## src/rtl/salamander_ioctl_loader.sv

```systemverilog
// salamander_ioctl_loader
// Consumes the HPS ioctl download stream. ROM-index bytes are packed into
// big-endian 16-bit words and written to the 68000 ROM port. o_IOCTL_WAIT
// stalls the source while a word write is outstanding. DIP-index bytes are
// held in registers. o_ROM_DONE releases the game core once the ROM image
// has been fully written.
module salamander_ioctl_loader #(
    parameter logic [15:0] ROM_INDEX = 16'd0,
    parameter logic [15:0] DIP_INDEX = 16'd254,
    parameter int          MEM_AW    = 26
) (
    input  logic              i_HPSIO_CLK,
    input  logic              i_RST,
    input  logic              i_IOCTL_DOWNLOAD,
    input  logic [15:0]       i_IOCTL_INDEX,
    input  logic [26:0]       i_IOCTL_ADDR,
    input  logic [7:0]        i_IOCTL_DATA,
    input  logic              i_IOCTL_WR,
    output logic              o_IOCTL_WAIT,
    output logic              o_MEM_REQ,
    output logic [MEM_AW-1:0] o_MEM_ADDR,
    output logic [15:0]       o_MEM_DATA,
    input  logic              i_MEM_ACK,
    output logic [7:0]        o_DIPSW1,
    output logic [7:0]        o_DIPSW2,
    output logic [7:0]        o_DIPSW3,
    output logic              o_ROM_DONE
);

    localparam logic [1:0] S_IDLE  = 2'd0;   // no byte held
    localparam logic [1:0] S_HALF  = 2'd1;   // even byte held
    localparam logic [1:0] S_WRITE = 2'd2;   // word write outstanding
    localparam logic [1:0] S_FLUSH = 2'd3;   // write of a half word left at end of download

    logic [1:0]        r_state;
    logic              r_wr_prev;
    logic              r_dl_prev;
    logic [15:0]       r_index;
    logic              r_last_rom;
    logic              r_rom_done;
    logic [MEM_AW-1:0] r_addr;
    logic [15:0]       r_data;
    logic [7:0]        r_dip1;
    logic [7:0]        r_dip2;
    logic [7:0]        r_dip3;

    logic              w_dl_rise;
    logic [15:0]       w_idx;
    logic              w_evt;
    logic              w_busy;
    logic              w_rom_evt;
    logic              w_dip_evt;
    logic [MEM_AW-1:0] w_waddr;
    logic              w_same_word;

    // The index is taken straight from the port on the rising edge of
    // download so a byte arriving in that very cycle is routed correctly.
    assign w_dl_rise   = i_IOCTL_DOWNLOAD & ~r_dl_prev;
    assign w_idx       = w_dl_rise ? i_IOCTL_INDEX : r_index;
    // r_dl_prev keeps a strobe that coincides with the download fall alive.
    assign w_evt       = i_IOCTL_WR & ~r_wr_prev & (i_IOCTL_DOWNLOAD | r_dl_prev);
    assign w_busy      = (r_state == S_WRITE) || (r_state == S_FLUSH);
    assign w_rom_evt   = w_evt && (w_idx == ROM_INDEX) && !w_busy;
    assign w_dip_evt   = w_evt && (w_idx == DIP_INDEX);
    assign w_waddr     = i_IOCTL_ADDR[MEM_AW:1];
    assign w_same_word = (r_state == S_HALF) && (r_addr == w_waddr);

    // Edge detectors, window index latch and ROM completion flag
    always_ff @(posedge i_HPSIO_CLK) begin
        if (i_RST) begin
            r_wr_prev  <= 1'b0;
            r_dl_prev  <= 1'b0;
            r_index    <= 16'd0;
            r_last_rom <= 1'b0;
            r_rom_done <= 1'b0;
        end else begin
            r_wr_prev <= i_IOCTL_WR;
            r_dl_prev <= i_IOCTL_DOWNLOAD;
            if (w_dl_rise) begin
                r_index    <= i_IOCTL_INDEX;
                r_last_rom <= (i_IOCTL_INDEX == ROM_INDEX);
                if (i_IOCTL_INDEX == ROM_INDEX) begin
                    r_rom_done <= 1'b0;
                end
            end else if ((r_state == S_IDLE) && !i_IOCTL_DOWNLOAD && r_last_rom && !w_rom_evt) begin
                r_rom_done <= 1'b1;
            end
        end
    end

    // Word packing FSM; address and data only change outside a request
    always_ff @(posedge i_HPSIO_CLK) begin
        if (i_RST) begin
            r_state <= S_IDLE;
            r_addr  <= '0;
            r_data  <= 16'd0;
        end else begin
            case (r_state)
                S_IDLE, S_HALF: begin
                    if (w_rom_evt) begin
                        r_addr <= w_waddr;
                        if (!i_IOCTL_ADDR[0]) begin
                            // low byte pre-zeroed so a flush needs no data update
                            r_data  <= {i_IOCTL_DATA, 8'h00};
                            r_state <= S_HALF;
                        end else begin
                            r_data[7:0] <= i_IOCTL_DATA;
                            if (!w_same_word) begin
                                r_data[15:8] <= 8'h00;
                            end
                            r_state <= S_WRITE;
                        end
                    end else if ((r_state == S_HALF) && !i_IOCTL_DOWNLOAD) begin
                        r_state <= S_FLUSH;
                    end
                end
                default: begin
                    if (i_MEM_ACK) begin
                        r_state <= S_IDLE;
                    end
                end
            endcase
        end
    end

    // DIP-switch byte capture; addresses beyond 2 are dropped
    always_ff @(posedge i_HPSIO_CLK) begin
        if (i_RST) begin
            r_dip1 <= 8'hFF;
            r_dip2 <= 8'hFF;
            r_dip3 <= 8'hFF;
        end else if (w_dip_evt) begin
            if (i_IOCTL_ADDR == 27'd0) r_dip1 <= i_IOCTL_DATA;
            if (i_IOCTL_ADDR == 27'd1) r_dip2 <= i_IOCTL_DATA;
            if (i_IOCTL_ADDR == 27'd2) r_dip3 <= i_IOCTL_DATA;
        end
    end

    assign o_MEM_REQ    = w_busy;
    assign o_IOCTL_WAIT = w_busy;
    assign o_MEM_ADDR   = r_addr;
    assign o_MEM_DATA   = r_data;
    assign o_DIPSW1     = r_dip1;
    assign o_DIPSW2     = r_dip2;
    assign o_DIPSW3     = r_dip3;
    assign o_ROM_DONE   = r_rom_done;

endmodule
```

## config.mk

```make
export PLATFORM = sky130hd
export DESIGN_NAME = salamander_ioctl_loader
export DESIGN_NICKNAME = d
export VERILOG_FILES = /design/src/rtl/salamander_ioctl_loader.sv
export SDC_FILE = /design/constraint.sdc
export NUM_CORES = 1
export LEC_CHECK = 0
export BUFFER_PORTS_ARGS = -buffer_cell sky130_fd_sc_hd__buf_2
export CAP_MARGIN = 5
export CORE_MARGIN = 3
export CORE_UTILIZATION = 50
export DETAILED_ROUTE_END_ITERATION = 7
export HOLD_SLACK_MARGIN = 0.12
export PLACE_DENSITY = 0.79
export SLEW_MARGIN = 20
export SYNTH_ARGS = -nofsm -noshare
export SYNTH_HDL_FRONTEND = slang
export SYNTH_SLANG_ARGS = --single-unit
```

## constraint.sdc

```tcl
create_clock -name i_HPSIO_CLK -period 6.5 [get_ports i_HPSIO_CLK]
set_input_delay 1.625 -clock i_HPSIO_CLK [delete_from_list [all_inputs] [get_ports i_HPSIO_CLK]]
set_output_delay 1.625 -clock i_HPSIO_CLK [all_outputs]
set_load 0.01 [all_outputs]
```

==> results_dict.tcl, run 1 <==
set metrics [dict create \
    cts_resized 0 \
    final_area_um2 4710 \
    antenna_found_initial 0 \
    clock_skew_ns 0.00719 \
    rsz0062_at_grt "false" \
    first_global_vias 3326 \
    slew_headroom 0.375 \
    p_int_uw 797 \
    hold_viol 0 \
    dpl_cell_area_um2 4490 \
    via_per_inst 5.61 \
    syn_inst 452 \
    first_pass_iters 5 \
    core_area_um2 7410 \
    path_clk_slew_ns 0.08 \
    hold_path.class "reg2reg" \
    clock_latency_ns 0.35 \
    dp_hpwl_um 7460 \
    crit_end "o_DIPSW3[2]$_SDFFE_PP1P_" \
    status "completed" \
    cp.required_ns 6.77 \
    drive_above_1_share 0.271 \
    place_congestion 0.853 \
    syn2layout_area_growth_pct 21.1 \
    cpLargestDelayFamily "simple AND/OR/NAND/NOR gates" \
    yosysTopAreaCellShare 0.453 \
    critPathMaxFanout 21 \
    grt_first_pass_wirelength_um 16400 \
    clock_path_buffers 2 \
    seq_area_um2 1760 \
    synth_top_area_cell "dfxtp_1" \
    switching_share 0.240 \
    h-tree-depth 3 \
    arrival_ns 3.96 \
    worst_pin_slew_ns 0.937 \
    fp-row-count 31 \
    ios 125 \
    root_buffer "clkbuf_8" \
    r2r_cells 5 \
    start_util 0.525 \
    startpoint_type "primary input" \
    syn_avg_cell_area_um2 8.61 \
    grt_max_degree 96 \
    drt_iter0_drc 239 \
    cp-end-kind "register" \
    seq_power_share 0.526 \
    cts_tree "yes" \
    peakVddDrop_mv 0.160 \
    p_clk_frac 0.394 \
    wire_per_inst_um 15.9 \
    syn_nets 508 \
    p_comb_frac 0.080 \
    max_freq_mhz 271 \
    crit_type "in2reg" \
    overflow 0 \
    maxSlewViolCount 0 \
    postCtsHoldBufs 0 \
    seq_area_frac_synth 0.453 \
    ys_seq_elements 88 \
    cpPeakStageDelay_ns 0.58 \
    cts.sinks 88 \
    startpoint "i_IOCTL_DOWNLOAD" \
    vias 3702 \
    diodes 0 \
    setup-tns-final_ns 0 \
    drcViolationCount 0 \
    final.period_utilization 0.569 \
    rr_startpoint "r_dl_prev$_SDFF_PP0_" \
    worst-path-stages 6 \
    die_h_um 94.2 \
    ys_types 45 \
    slowest_stage "or3_1" \
    drv_cap 0 \
    routed_wl_um 10500 \
    finalSetupViolCount 0 \
    cts_inserted_buffers 9 \
    ant_nets 0 \
    synth_area_leaders "dfxtp_1 45%, a21oi_1 6.9%, mux2i_1 6.2%" \
    grt_usage 0.233 \
    die_area_um2 8870 \
    port_buffers 124 \
    crit_chain "buf_2 -> nand2b_1 -> or3_1 -> a2111oi_1 -> nand4b_1 -> mux2i_1" \
    rr_endpoint "o_DIPSW3[2]$_SDFFE_PP1P_" \
    ys_warn_count 0 \
    r2r_setup_slack_ns 3.77 \
    num-fill-cells 671 \
    min_period_ns 3.70 \
    syn_area_um2 3890 \
    crit_buf_inv 1 \
    p_per_area_nw_per_um2 222 \
    p_leak_nw 2.10 \
    power_switching_uw 251 \
    multi_input_area_um2 1930 \
    cts_setup_buffers 0 \
    nets 612 \
    fp.dieW_um 94.2 \
]
-- Yosys cell counts (all sizes together) --
library cell	count
nor2b	3
o211a	2
or3	3
nand4b	2
a21oi	54
mux2i	24
xor2	26
o311a	1
o21ai	34
or4	2
o21a	2
a2111oi	2
nand4	11
and3	3
nand2	45
or3b	1
nand2b	3
o221a	1
clkbuf	22
nand3	32
o221ai	1
nor4	16
inv	9
and2	1
nor3	4
nand3b	3
nor2	34
clkinv	1
dfxtp	88
nor3b	1
o211ai	1
buf	12
o32ai	8
-- cell type report --
cell class,count,area share
inverter,10,0.00797
multi-input combinational,320,0.409
clock buffer,10,0.0271
clock inverter,6,0.0194
timing repair buffer,127,0.136
tap,99,0.0263
sequential,88,0.374
-- stage by stage --
step / power [mW] / util / setup slack (ns) / std cells / hold slack [ns]
after floorplan: 0.608 / - / 3.31 / 452 / 0.431
after global placement: 0.645 / 0.606 / 2.58 / 644 / 0.441
after detailed placement: 0.646 / 0.606 / 2.50 / 644 / 0.447
after CTS: 1.05 / 0.636 / 2.82 / 660 / 0.459
after global routing: 1.09 / 0.636 / 2.64 / 660 / 0.494
final: 1.05 / 0.636 / 2.80 / 660 / 0.459
-- power by group through the flow --
stage,Clock [mW],Sequential [mW],Combinational [mW]
floorplan,0,0.564,0.0447
global placement,0,0.564,0.0811
detailed placement,0,0.564,0.0823
CTS,0.420,0.551,0.0826
global route,0.446,0.553,0.0919
finish,0.413,0.551,0.0835
-- routing by layer --
layer,GRT usage,wire length [um],up-vias
li1,-,-,1804
met1,0.322,4490,1720
met2,0.362,4910,163
met3,0.0497,892,15
met4,0.0734,184,0
met5,0,0,-
-- logic make-up after synthesis --
group / synth area share
mux: 0.0618
xor+xnor: 0.0585
buf+inv: 0.0534
flops: 0.453
compound gates: 0.160
simple gates: 0.214
-- state kept, by name (all words and copies together) (netlist names) --
register and cells:
r_dl_prev 1, r_last_rom 1, r_wr_prev 1, o_ROM_DONE 1
o_MEM_DATA 16, r_index 16, o_DIPSW1 8, o_DIPSW2 8
o_MEM_ADDR 26, o_DIPSW3 8, r_state 2
-- tightest hold or removal path, stage by stage (launching register included) --
cell and delay, ns:
dfxtp_1 0.32, nand2_1 0.05, a21oi_1 0.05
-- layout by cell type, fill, tap and decap left out, types with 2 or more instances in the layout --
master and instances:
buf_2 124, dfxtp_1 88, a21oi_1 54, nand2_1 45, nor2_1 34, nand3_1 31, o21ai_1 30, xor2_1 26
mux2i_1 24, nor4_1 16, nand4_1 11, clkbuf_8 9, inv_1 8, o32ai_1 8, o21ai_0 4, nor3_1 3
and3_1 3, nand2b_1 3, buf_4 3, nand3b_1 2, o21a_1 2, or4_1 2, or3_1 2, nand4b_1 2
nor2b_1 2, inv_6 2, bufinv_16 2
-- worst min path at each step --
stage / start / endpoint / slack, ns / depth (start not counted)
after floorplan: r_index[0]$_SDFF_PP0_ / r_index[0]$_SDFF_PP0_ / 0.43 / 2
after global placement: r_index[0]$_SDFF_PP0_ / r_index[0]$_SDFF_PP0_ / 0.44 / 2
after detailed placement: r_index[14]$_SDFF_PP0_ / r_index[14]$_SDFF_PP0_ / 0.45 / 2
after CTS: r_index[14]$_SDFF_PP0_ / r_index[14]$_SDFF_PP0_ / 0.46 / 2
after global routing: r_index[13]$_SDFF_PP0_ / r_index[13]$_SDFF_PP0_ / 0.49 / 2
final: r_index[14]$_SDFF_PP0_ / r_index[14]$_SDFF_PP0_ / 0.46 / 2
(Power assumes the default switching activity.)
==> inputs of run 2 (changes only) <==
- ABC_AREA: unset -> 1
- PLACE_DENSITY: 0.79 -> 0.78
- clock period: 6.5 -> 3.55 ns (I/O delays scaled with it)
==> run 2 against run 1 <==
Combinational power is 130% higher. Clock power is 64% higher. Sequential power is 83% higher. Via count is 16% higher. Non-clock buffer count is 4 higher. Die area is 8.0% higher.
==> results_dict.tcl, run 2 <==
set metrics [dict create \
    status "completed" \
    drt_iter0_drc 210 \
    synth-xor-area-share 0.0270 \
    p_clk_frac 0.361 \
    fp-row-count 32 \
    final.period_utilization 0.752 \
    nets 780 \
    first_pass_iters 5 \
    ios 125 \
    hold_end "o_DIPSW2[7]$_SDFFE_PP1P_" \
    cts_inserted_buffers 9 \
    max_freq_mhz 375 \
    syn_area_um2 4220 \
    drive_above_1_share 0.235 \
    rr_startpoint "r_dl_prev$_SDFF_PP0_" \
    ant_nets 0 \
    peakVddDrop_mv 0.199 \
    grt_first_pass_wirelength_um 17800 \
    whs_ns 0.462 \
    seq_area_um2 1760 \
    rr_endpoint "o_MEM_DATA[11]$_SDFFE_PP0P_" \
    drv_cap 0 \
    synth_compound_area_frac 0.0845 \
    dpl_cell_area_um2 4850 \
    dp_hpwl_um 8310 \
    power_switching_uw 536 \
    ys_warn_count 0 \
    finalSetupViolCount 0 \
    rsz0062_at_grt "false" \
    p_comb_frac 0.104 \
    crit_type "in2reg" \
    seq_area_frac_synth 0.417 \
    syn2layout_area_growth_pct 19.4 \
    syn_nets 666 \
    die_h_um 97.9 \
    switching_share 0.285 \
    syn_avg_cell_area_um2 6.92 \
    min-delay-start "o_DIPSW2[7]$_SDFFE_PP1P_" \
    maxSlewViolCount 0 \
    hold_path_depth 2 \
    p_int_mw 1.35 \
    multi_input_area_um2 2030 \
    cp.required_ns 3.78 \
    fp.dieW_um 97.9 \
    synth_top_area_cell "dfxtp_1" \
    hold_path.class "reg2reg" \
    routed_wl_um 11000 \
    cts_tree "yes" \
    async_flop_share 0 \
    muxShareOfSynthArea 0 \
    overflow 0 \
    setup-tns-final_ns 0 \
    synth_area_leaders "dfxtp_1 42%, nand2_1 14%, nor2_1 6.3%" \
    cts_setup_buffers 0 \
    first_global_vias 3844 \
    diodes 0 \
    yosysTopAreaCellShare 0.417 \
    h-tree-depth 3 \
    ys_seq_elements 88 \
    postCtsHoldBufs 0 \
    worst_pin_slew_ns 0.494 \
    seq_power_share 0.535 \
    synth_edf_count 0 \
    largest_reg_flops 26 \
    root_buffer "clkbuf_8" \
    final_common_cell "nand2_1" \
    path_clk_slew_ns 0.09 \
    cts_resized 0 \
    arrival_ns 2.90 \
    min_period_ns 2.67 \
    critPathMaxFanout 16 \
    wire_per_inst_um 13.2 \
    clock_skew_ns 0.0153 \
    core_area_um2 7970 \
    ys_types 32 \
    synth_top_family_by_area "simple AND/OR/NAND/NOR gates" \
    slew_headroom 0.671 \
    yosys.area_share.adder 0 \
    synthSimpleGateAreaFrac 0.369 \
    vias 4289 \
    place_congestion 0.878 \
    synth_common_cells "159 x nand2_1, 88 x dfxtp_1, 71 x nor2_1" \
    startpoint_type "primary input" \
    syn_inst 610 \
    layout_common_cells "159 x nand2_1, 124 x buf_2, 88 x dfxtp_1" \
    drcViolationCount 0 \
    num-fill-cells 728 \
    yosysMostFrequentCell "nand2_1" \
    ys.flop_type "dfxtp_1" \
    r2r_cells 10 \
    start_util 0.530 \
    clock_path_buffers 2 \
    cp-end-kind "register" \
    p_leak_nw 2.43 \
    r2r_setup_slack_ns 1.22 \
    final_area_um2 5040 \
    grt_usage 0.224 \
    grt_max_degree 53 \
    via_per_inst 5.16 \
    antenna_found_initial 0 \
    clock_latency_ns 0.36 \
    port_buffers 124 \
    hold_viol 0 \
    p_per_area_nw_per_um2 373 \
    die_area_um2 9580 \
    cts.sinks 88 \
]
[run 2: changes by cell type in the layout (fill, tap and decap cells not counted), moves of 24 or more]
cell | before | now
o21ai_0 | 4 | 31
nor2_1 | 34 | 71
nand2_1 | 45 | 159
xor2_1 | 26 | 0
o21ai_1 | 30 | 1
inv_1 | 8 | 64
mux2i_1 | 24 | 0
[run 2: through the flow]
stage               setup WS [ns]   util  cells  total power, mW
floorplan                    1.19      -    610             1.16
global placement            0.675  0.609    815             1.22
detailed placement          0.543  0.609    815             1.22
CTS                         0.934  0.633    831             1.90
global route                0.593  0.633    831             1.96
finish                      0.881  0.633    831             1.88
[run 2: cell families after synthesis]
kind of cell,after synthesis
simple gates,342
buf+inv,97
flops,88
compound gates,70
xor+xnor,13
[run 2: routing by layer]
metal | wire [um] | global-route usage | vias to the layer above
li1 | - | - | 2176
met1 | 4870 | 0.289 | 1936
met2 | 5160 | 0.371 | 164
met3 | 836 | 0.0543 | 13
met4 | 118 | 0.0692 | 0
met5 | 0 | 0 | -
[run 2: layout make-up]
type | instances | share of cell area
repair buffers | 131 | 0.134
inverters | 69 | 0.0514
well taps | 102 | 0.0253
multi-input cells | 425 | 0.402
clock inverters | 7 | 0.0137
clock buffers | 9 | 0.0246
flip-flops and latches | 88 | 0.349
[run 2: worst max path at each step]
stage / startpoint / to / depth (start not counted)
global placement: i_IOCTL_DOWNLOAD / o_MEM_DATA[15]$_SDFFE_PP0P_ / 12
global route: i_IOCTL_DOWNLOAD / o_MEM_ADDR[15]$_SDFFE_PP0P_ / 12
CTS: i_IOCTL_DOWNLOAD / o_MEM_ADDR[15]$_SDFFE_PP0P_ / 12
finish: i_IOCTL_DOWNLOAD / o_MEM_DATA[11]$_SDFFE_PP0P_ / 12
detailed placement: i_IOCTL_DOWNLOAD / o_MEM_ADDR[15]$_SDFFE_PP0P_ / 12
floorplan: i_IOCTL_DOWNLOAD / o_DIPSW1[0]$_SDFFE_PP1P_ / 10
[run 2: critical path, stage by stage]
cell     delay [ns]
buf_2          0.27
inv_2          0.08
nor2_2         0.29
nand2_1        0.14
nand2_1        0.11
nand2_1        0.07
nor2_1         0.10
nand2_1        0.08
nor2_2         0.36
nand2_1        0.29
nand2_1        0.13
a21oi_1        0.07
[run 2: power groups by stage]
| stage | combinational [mW] | sequential, mW | clock (mW) |
|---|---|---|---|
| after floorplan | 0.127 | 1.03 | 0 |
| after global placement | 0.188 | 1.03 | 0 |
| after detailed placement | 0.193 | 1.03 | 0 |
| after CTS | 0.193 | 1.01 | 0.699 |
| after global routing | 0.220 | 1.01 | 0.733 |
| final | 0.195 | 1.01 | 0.679 |
